## src/rtl/jtcop_sec_port.sv

```systemverilog
// Main-CPU <-> security-MCU mailbox: command word in, two-byte reply out with sec2 handshake.
// Latency: strobe sampled at n acts at end of n+1; hu_dout valid n+2; sec2 rises n+3 after commit.
// Backpressure: none; an unread command is overwritten and flagged in ovr.
module jtcop_sec_port (
    input  logic        clk,
    input  logic        rst,
    input  logic        main_wr,
    input  logic        main_rd,
    input  logic [15:0] main_dout,
    output logic [15:0] mcu_dout,
    output logic        sec2,
    input  logic        hu_cs,
    input  logic        hu_we,
    input  logic [1:0]  hu_addr,
    input  logic [7:0]  hu_din,
    output logic [7:0]  hu_dout,
    output logic        hu_irqn
);

    typedef enum logic [1:0] {
        IDLE  = 2'd0,
        REARM = 2'd1,
        PEND  = 2'd2
    } state_t;

    state_t      state, state_nxt;

    logic        wr_s, wr_d, rd_s, rd_d, hw_s, hw_d, hr_s, hr_d;
    logic [1:0]  addr_s;
    logic [7:0]  din_s;
    logic [15:0] word_s;

    logic [15:0] cmd;
    logic [7:0]  lo_stage;
    logic        cmd_full;
    logic        ovr;
    logic        pend;

    // Strobes and their qualifiers are captured together so each event uses
    // the address/data present when the strobe was first seen.
    always_ff @(posedge clk) begin
        if (rst) begin
            wr_s   <= 1'b0;
            wr_d   <= 1'b0;
            rd_s   <= 1'b0;
            rd_d   <= 1'b0;
            hw_s   <= 1'b0;
            hw_d   <= 1'b0;
            hr_s   <= 1'b0;
            hr_d   <= 1'b0;
            addr_s <= 2'd0;
            din_s  <= 8'd0;
            word_s <= 16'd0;
        end else begin
            wr_s   <= main_wr;
            wr_d   <= wr_s;
            rd_s   <= main_rd;
            rd_d   <= rd_s;
            hw_s   <= hu_cs & hu_we;
            hw_d   <= hw_s;
            hr_s   <= hu_cs & ~hu_we;
            hr_d   <= hr_s;
            addr_s <= hu_addr;
            din_s  <= hu_din;
            word_s <= main_dout;
        end
    end

    logic wr_ev, rd_ev, hw_ev, hr_ev;
    logic rd_hi, rd_stat, commit, abort;

    assign wr_ev   = wr_s & ~wr_d;
    assign rd_ev   = rd_s & ~rd_d;
    assign hw_ev   = hw_s & ~hw_d;
    assign hr_ev   = hr_s & ~hr_d;
    assign rd_hi   = hr_ev & (addr_s == 2'd1);
    assign rd_stat = hr_ev & (addr_s == 2'd2);
    assign commit  = hw_ev & (addr_s == 2'd1);
    assign abort   = hw_ev & (addr_s == 2'd2);

    assign pend    = (state != IDLE);
    assign sec2    = (state == PEND);
    assign hu_irqn = ~cmd_full;

    // A new word colliding with the high-byte read replaces the one being
    // consumed, so it is not counted as an overrun.
    always_ff @(posedge clk) begin
        if (rst) begin
            cmd      <= 16'd0;
            cmd_full <= 1'b0;
            ovr      <= 1'b0;
        end else begin
            if (rd_stat)
                ovr <= 1'b0;
            if (wr_ev) begin
                cmd      <= word_s;
                cmd_full <= 1'b1;
                if (cmd_full && !rd_hi)
                    ovr <= 1'b1;
            end else if (rd_hi) begin
                cmd_full <= 1'b0;
            end
        end
    end

    always_ff @(posedge clk) begin
        if (rst) begin
            hu_dout <= 8'hff;
        end else if (hr_ev) begin
            case (addr_s)
                2'd0:    hu_dout <= cmd[7:0];
                2'd1:    hu_dout <= cmd[15:8];
                2'd2:    hu_dout <= {5'b0, ovr, pend, cmd_full};
                default: hu_dout <= mcu_dout[7:0];
            endcase
        end
    end

    always_ff @(posedge clk) begin
        if (rst) begin
            lo_stage <= 8'd0;
            mcu_dout <= 16'd0;
        end else if (hw_ev) begin
            if (addr_s == 2'd0)
                lo_stage <= din_s;
            if (addr_s == 2'd1)
                mcu_dout <= {din_s, lo_stage};
        end
    end

    always_ff @(posedge clk) begin
        if (rst)
            state <= IDLE;
        else
            state <= state_nxt;
    end

    // REARM forces one low cycle on sec2 so every commit yields a fresh edge.
    always_comb begin
        state_nxt = state;
        case (state)
            IDLE:    if (commit) state_nxt = REARM;
            REARM:   state_nxt = PEND;
            PEND: begin
                if (commit)
                    state_nxt = REARM;
                else if (rd_ev)
                    state_nxt = IDLE;
            end
            default: state_nxt = IDLE;
        endcase
        if (abort)
            state_nxt = IDLE;
    end

endmodule

```

## config.mk

```make
export PLATFORM = sky130hd
export DESIGN_NAME = jtcop_sec_port
export DESIGN_NICKNAME = d
export VERILOG_FILES = /design/src/rtl/jtcop_sec_port.sv
export SDC_FILE = /design/constraint.sdc
export NUM_CORES = 1
export LEC_CHECK = 0
export ABC_AREA = 0
export BUFFER_PORTS_ARGS = -buffer_cell sky130_fd_sc_hd__buf_2
export CAP_MARGIN = 20
export CORE_MARGIN = 2
export CORE_UTILIZATION = 54
export DETAILED_ROUTE_END_ITERATION = 7
export GPL_TIMING_DRIVEN = 0
export PLACE_DENSITY = 0.84
export SYNTH_ARGS = -nofsm -noshare
export SYNTH_HDL_FRONTEND = slang
export SYNTH_SLANG_ARGS = --single-unit
```

## constraint.sdc

```tcl
create_clock -name clk -period 1.85 [get_ports clk]
set_input_delay 0.37 -clock clk [delete_from_list [all_inputs] [get_ports clk]]
set_output_delay 0.37 -clock clk [all_outputs]
set_load 0.005 [all_outputs]
```

### Word-level counts from Yosys, hierarchy flattened

Index checks and enable logic that the tools add are counted.
Widths: inputs -> output; s select.

| cells by class | value |
|---|---|
| $add $sub $neg | 0 |
| $mul | 0 |
| div/mod/pow operators | 0 |
| magnitude comparators | 0 |
| eq/ne operators | 6 |
| shift-type cells | 0 |
| mux-type cells | 10 |
| bitwise logic cells | 16 |
| reduce and logical (&&, ||, !) cells | 10 |

Operators by type and width:

| operator | number |
|---|---|
| $pmux 8 s3 | 1 |
| $and 1x1->1 | 10 |
| $mux 2 | 3 |
| $not 1->1 | 6 |
| $pmux 2 s3 | 1 |
| $reduce_and 2->1 | 3 |
| $mux 1 | 5 |
| $eq 2x1->1 const B | 2 |
| $eq 2x2->1 const B | 2 |
| $logic_not 2->1 | 2 |
| $reduce_bool 2->1 | 2 |
| $ne 3x1->1 const B | 1 |
| $ne 2x2->1 const B | 1 |
| $reduce_or 2->1 | 1 |
| $logic_and 1x1->1 | 1 |
| $logic_not 1->1 | 1 |

| word-level totals | value |
|---|---|
| bits in registers | 86 |
| latch bits | 0 |
| bits in writable memories | 0 |
| memory bits (read-only) | 0 |
| input port bits | 32 |
| output and inout bits | 26 |
| logic and storage cells | 60 |
| memories kept | 0 |

### Logic depth before layout (Yosys ltp)

| logic depth | value |
|---|---|
| depth after elaboration | 7 |
| depth in mapped cells | 6 |
| depth with buffers taken out | 3 |

### Worst setup path before layout

OpenSTA, ideal clock, no wires.

| timing path | value |
|---|---|
| path type | flip-flop to flip-flop |
| start | reg addr_s[1] |
| end | reg lo_stage[0] |
| library setup time | 132 ps |
| data arrival time | 1,178 ps |
| required time | 1,718 ps |
| path slack | 540 ps |
| stages on the path, launching flop included | 6 |
| path buffers | 2 |
| clock period less this slack | 1,310 ps |
| cells stage by stage | dfxtp_1 -> buf_6 -> or4b_4 -> buf_6 -> nand2_1 -> a21oi_1 |

| between the ends | value |
|---|---|
| cells in the longest elaborated chain, start to end | 2 |

Ends and longest elaborated chain:

| element | RTL line | RTL |
|---|---|---|
| start: declaration | 29 | `logic [1:0] addr_s;` |
| start signal: assignment | 63 | `addr_s <= hu_addr;` |
| $logic_not 2->1 | 124 | `if (addr_s == 2'd0)` |
| $reduce_and 2->1 (no line) | n/a |  |
| end signal: assignment | 125 | `lo_stage <= din_s;` |
| end: declaration | 34 | `logic [7:0] lo_stage;` |

No other way between the ends.
A chain may end at the register's enable or synchronous reset.

### Final worst setup path

| timing path | value |
|---|---|
| start | reg state[1] |
| end | out sec2 |

| between the ends | value |
|---|---|
| cells in the longest elaborated chain, start to end | 1 |

Ends and longest elaborated chain:

| element | RTL line | RTL |
|---|---|---|
| start: declaration | 26 | `state_t state, state_nxt;` |
| start signal: assignment | 135 | `state <= state_nxt;` |
| $eq 2x2->1 | 82 | `assign sec2 = (state == PEND);` |
| end: declaration | 11 | `output logic sec2,` |

No other way between the ends.

==> impl_metrics.py <==
metrics = {
    "synth": {
        "synth-warning-count": 0,
        "ys_types": 33,
        "ys_async_sr_fraction_pct": 0,
        "syn_inst": 326,
        "ys_seq_area_share_pct": 56.56,
        "post_synth.cell_area_avg_um2": 9.338,
        "yosys-top-cells-count": "dfxtp_1 (86), nand2_1 (84), a21oi_1 (46)",
        "synth-main-ff-cell": "dfxtp_1",
        "syn-cell-area_um2": 3044,
        "ys_ff_latch": 86,
        "ys_top_cells_by_area": "dfxtp_1 (57%), nand2_1 (10%), a21oi_1 (7.6%)",
        "synth_edf_count": 0,
        "synth_top_area_share_pct": 56.56,
        "yosysMostFrequentCell": "dfxtp_1",
        "synth_nets": 358,
        "synth_top_area_cell": "dfxtp_1",
    },
    "sta": {
        "tightestPinTransition_ns": 0.5668,
        "slew_viol_final": 0,
        "fin_skew_ns": 0.01033,
        "slew_headroom_pct": 62.21,
        "fin_crit_ns": 1.447,
        "rsz0062_at_grt": "false",
        "period_share_pct": 78.22,
        "max_clock_freq_mhz": 691.1,
        "setup_viol": 0,
        "fin_setup_tns_ns": 0,
        "hold_violations": 0,
    },
    "worst_setup_path": {
        "slowest_delay_ns": 0.35,
        "end_kind": "output port",
        "critPathKind": "flop to output port",
        "critPathMaxFanout": 3,
        "path_buf_inv": 1,
        "critPathRequiredTime_ns": 1.48,
        "cp.arrival_ns": 1.08,
        "slowest_stage": "dfxtp_1",
        "startpoint_type": "flop",
        "cp_top_family": "flip-flops",
        "path_cells": "nor2b_1 -> buf_2",
    },
    "die": {
        "die_x_um": 79.08,
        "start_util_pct": 55.62,
        "ioPinCount": 58,
        "coreArea_um2": 5473,
        "dieHeight_um": 79.08,
        "num_rows": 27,
        "die_area_um2": 6254,
    },
    "final_layout": {
        "drive_above_1_share_pct": 23.37,
        "fillers": 457,
        "area.growth.synth_to_final_pct": 19.61,
        "fin_nets": 425,
        "antenna_cells": 0,
    },
    "power_and_ir_drop": {
        "pwr-share-comb_pct": 6.1,
        "p_sw_share_pct": 23.13,
        "seqPwrFrac_pct": 53.4,
        "ir_drop_mv": 0.8039,
        "internal_power_mw": 2.793,
        "power_density_nw_per_um2": 997.8,
        "p_leak_nw": 1.432,
        "finalPower_mw": 3.633,
        "p_clk_share_pct": 40.5,
        "switchingPower_mw": 0.8404,
    },
    "route": {
        "drc_errors": 0,
        "vias": 2386,
        "ant_nets": 0,
        "first_pass_iters": 4,
        "detail_route.wl_per_cell_um": 13.19,
        "drt-initial-drc-count": 168,
        "postRouteWirelength_um": 6199,
        "vias_per_cell": 5.077,
    },
    "clock_network": {
        "clkSinkCount": 86,
        "post_cts_buffers": 0,
        "cts_buffers": 9,
        "clk_pin_slew_worst_paths_ns": 0.09,
        "cts_resized": 0,
        "tritoncts": "built",
        "root_buffer": "clkbuf_8",
        "holdBufCountCts": 0,
        "clock_latency_ns": 0.37,
        "h-tree-depth": 3,
        "clock_path_buffers": 2,
    },
    "run": {
        "drv_cap": 0,
    },
    "grt": {
        "grt_pass1_vias": 2155,
        "antenna_found_initial": 0,
        "grt_pass1_wl_um": 10030,
        "gr-usage-all-layers_pct": 21.38,
        "grt.overflow.total": 0,
        "grt_max_degree": 17,
    },
    "placed_design": {
        "hpwl_um": 4259,
        "gp_congestion": 0.8786,
        "portBuffers": 56,
    },
    "run_status": {
        "outcome": "finished, final reports clean",
    },
    "min_path": {
        "worstHoldPathType": "input port to flop",
    },
}
final cells by class:
class	count	area, um2	share of cell area (%)
multi-input combinational	215	1175	32.27
clock inverter	7	102.6	2.818
tap	72	90.09	2.474
sequential	86	1722	47.29
inverter	1	3.754	0.1031
clock buffer	9	123.9	3.402
buffer	24	143.9	3.952
timing repair buffer	56	280.3	7.698
layout by cell type (no fill, tap or decap), types with 2 or more instances in the layout:
cell / netlist / layout
mux2_2: 3 / 3
o21bai_1: 4 / 4
buf_6: 4 / 4
mux4_2: 2 / 2
a21oi_1: 46 / 46
o211ai_1: 3 / 3
nand2_1: 84 / 84
clkbuf_1: 11 / 11
o21ai_0: 3 / 3
inv_6: 0 / 3
clkbuf_8: 0 / 9
a21o_1: 2 / 2
a221oi_1: 3 / 3
bufinv_16: 0 / 2
buf_2: 6 / 62
mux2i_1: 2 / 2
nand2b_1: 9 / 9
nor2_1: 4 / 4
dfxtp_1: 86 / 86
nor2b_1: 35 / 35
nand3_1: 4 / 4
through the flow:
step	hold WS [ns]	setup slack, ns	cell area, um2	utilization (%)	std cells
global placement	0.4250	0.4044	3415	62.39	454
detailed placement	0.4288	0.3739	3415	62.39	454
finish	0.1665	0.4029	3641	66.53	470
global route	0.1740	0.2738	3641	66.53	470
floorplan	0.4174	0.5399	3044	-	326
CTS	0.1669	0.4161	3641	66.53	470
path summary, 6_finish.rpt:
kind                            depth (start not counted)  slack [ns]       from    endpoint
worst min-delay path                                    2        0.17      hu_we        hr_s
worst min register to register                          2        0.45  word_s[2]      cmd[2]
worst max-delay path                                    2        0.40   state[1]        sec2
worst max register to register                          5        0.44  addr_s[0]  hu_dout[4]
per-layer routing:
layer / global-route usage, % / up-vias / wire [um]
li1: - / 1206 / -
met1: 26.73 / 1086 / 2734
met2: 33.98 / 72 / 2828
met3: 4.659 / 22 / 414
met4: 12.59 / 0 / 221
met5: 0 / - / 0
state kept, by name, summed over array words and instances, names as in the netlist:
name and flops:
addr_s 2, cmd 16, cmd_full 1, din_s 8, hr_d 1, hr_s 1
hu_dout 8, hw_d 1, hw_s 1, lo_stage 8, mcu_dout 16, ovr 1
rd_d 1, rd_s 1, state 2, word_s 16, wr_d 1, wr_s 1
logic make-up (layout without fill, tap and decap cells):
| kind of cell | count (synthesis) | count (layout) | synth area share, % |
|---|---|---|---|
| muxes | 7 | 7 | 3.247 |
| DFF | 86 | 86 | 56.56 |
| AOI/OAI and AO/OA | 62 | 62 | 11.30 |
| and+or+nand+nor | 146 | 146 | 24.04 |
| buffers and inverters | 25 | 97 | 4.850 |
power by group through the flow:
stage                     Combinational (mW)  Clock (mW)  Sequential (mW)
after CTS                              0.221        1.48             1.94
after global placement                 0.214           0             1.98
after detailed placement               0.219           0             1.98
final                                  0.220        1.47             1.94
after floorplan                        0.142           0             1.98
after global routing                   0.246        1.56             1.95
No activity file was read; power rests on OpenSTA's default activity.
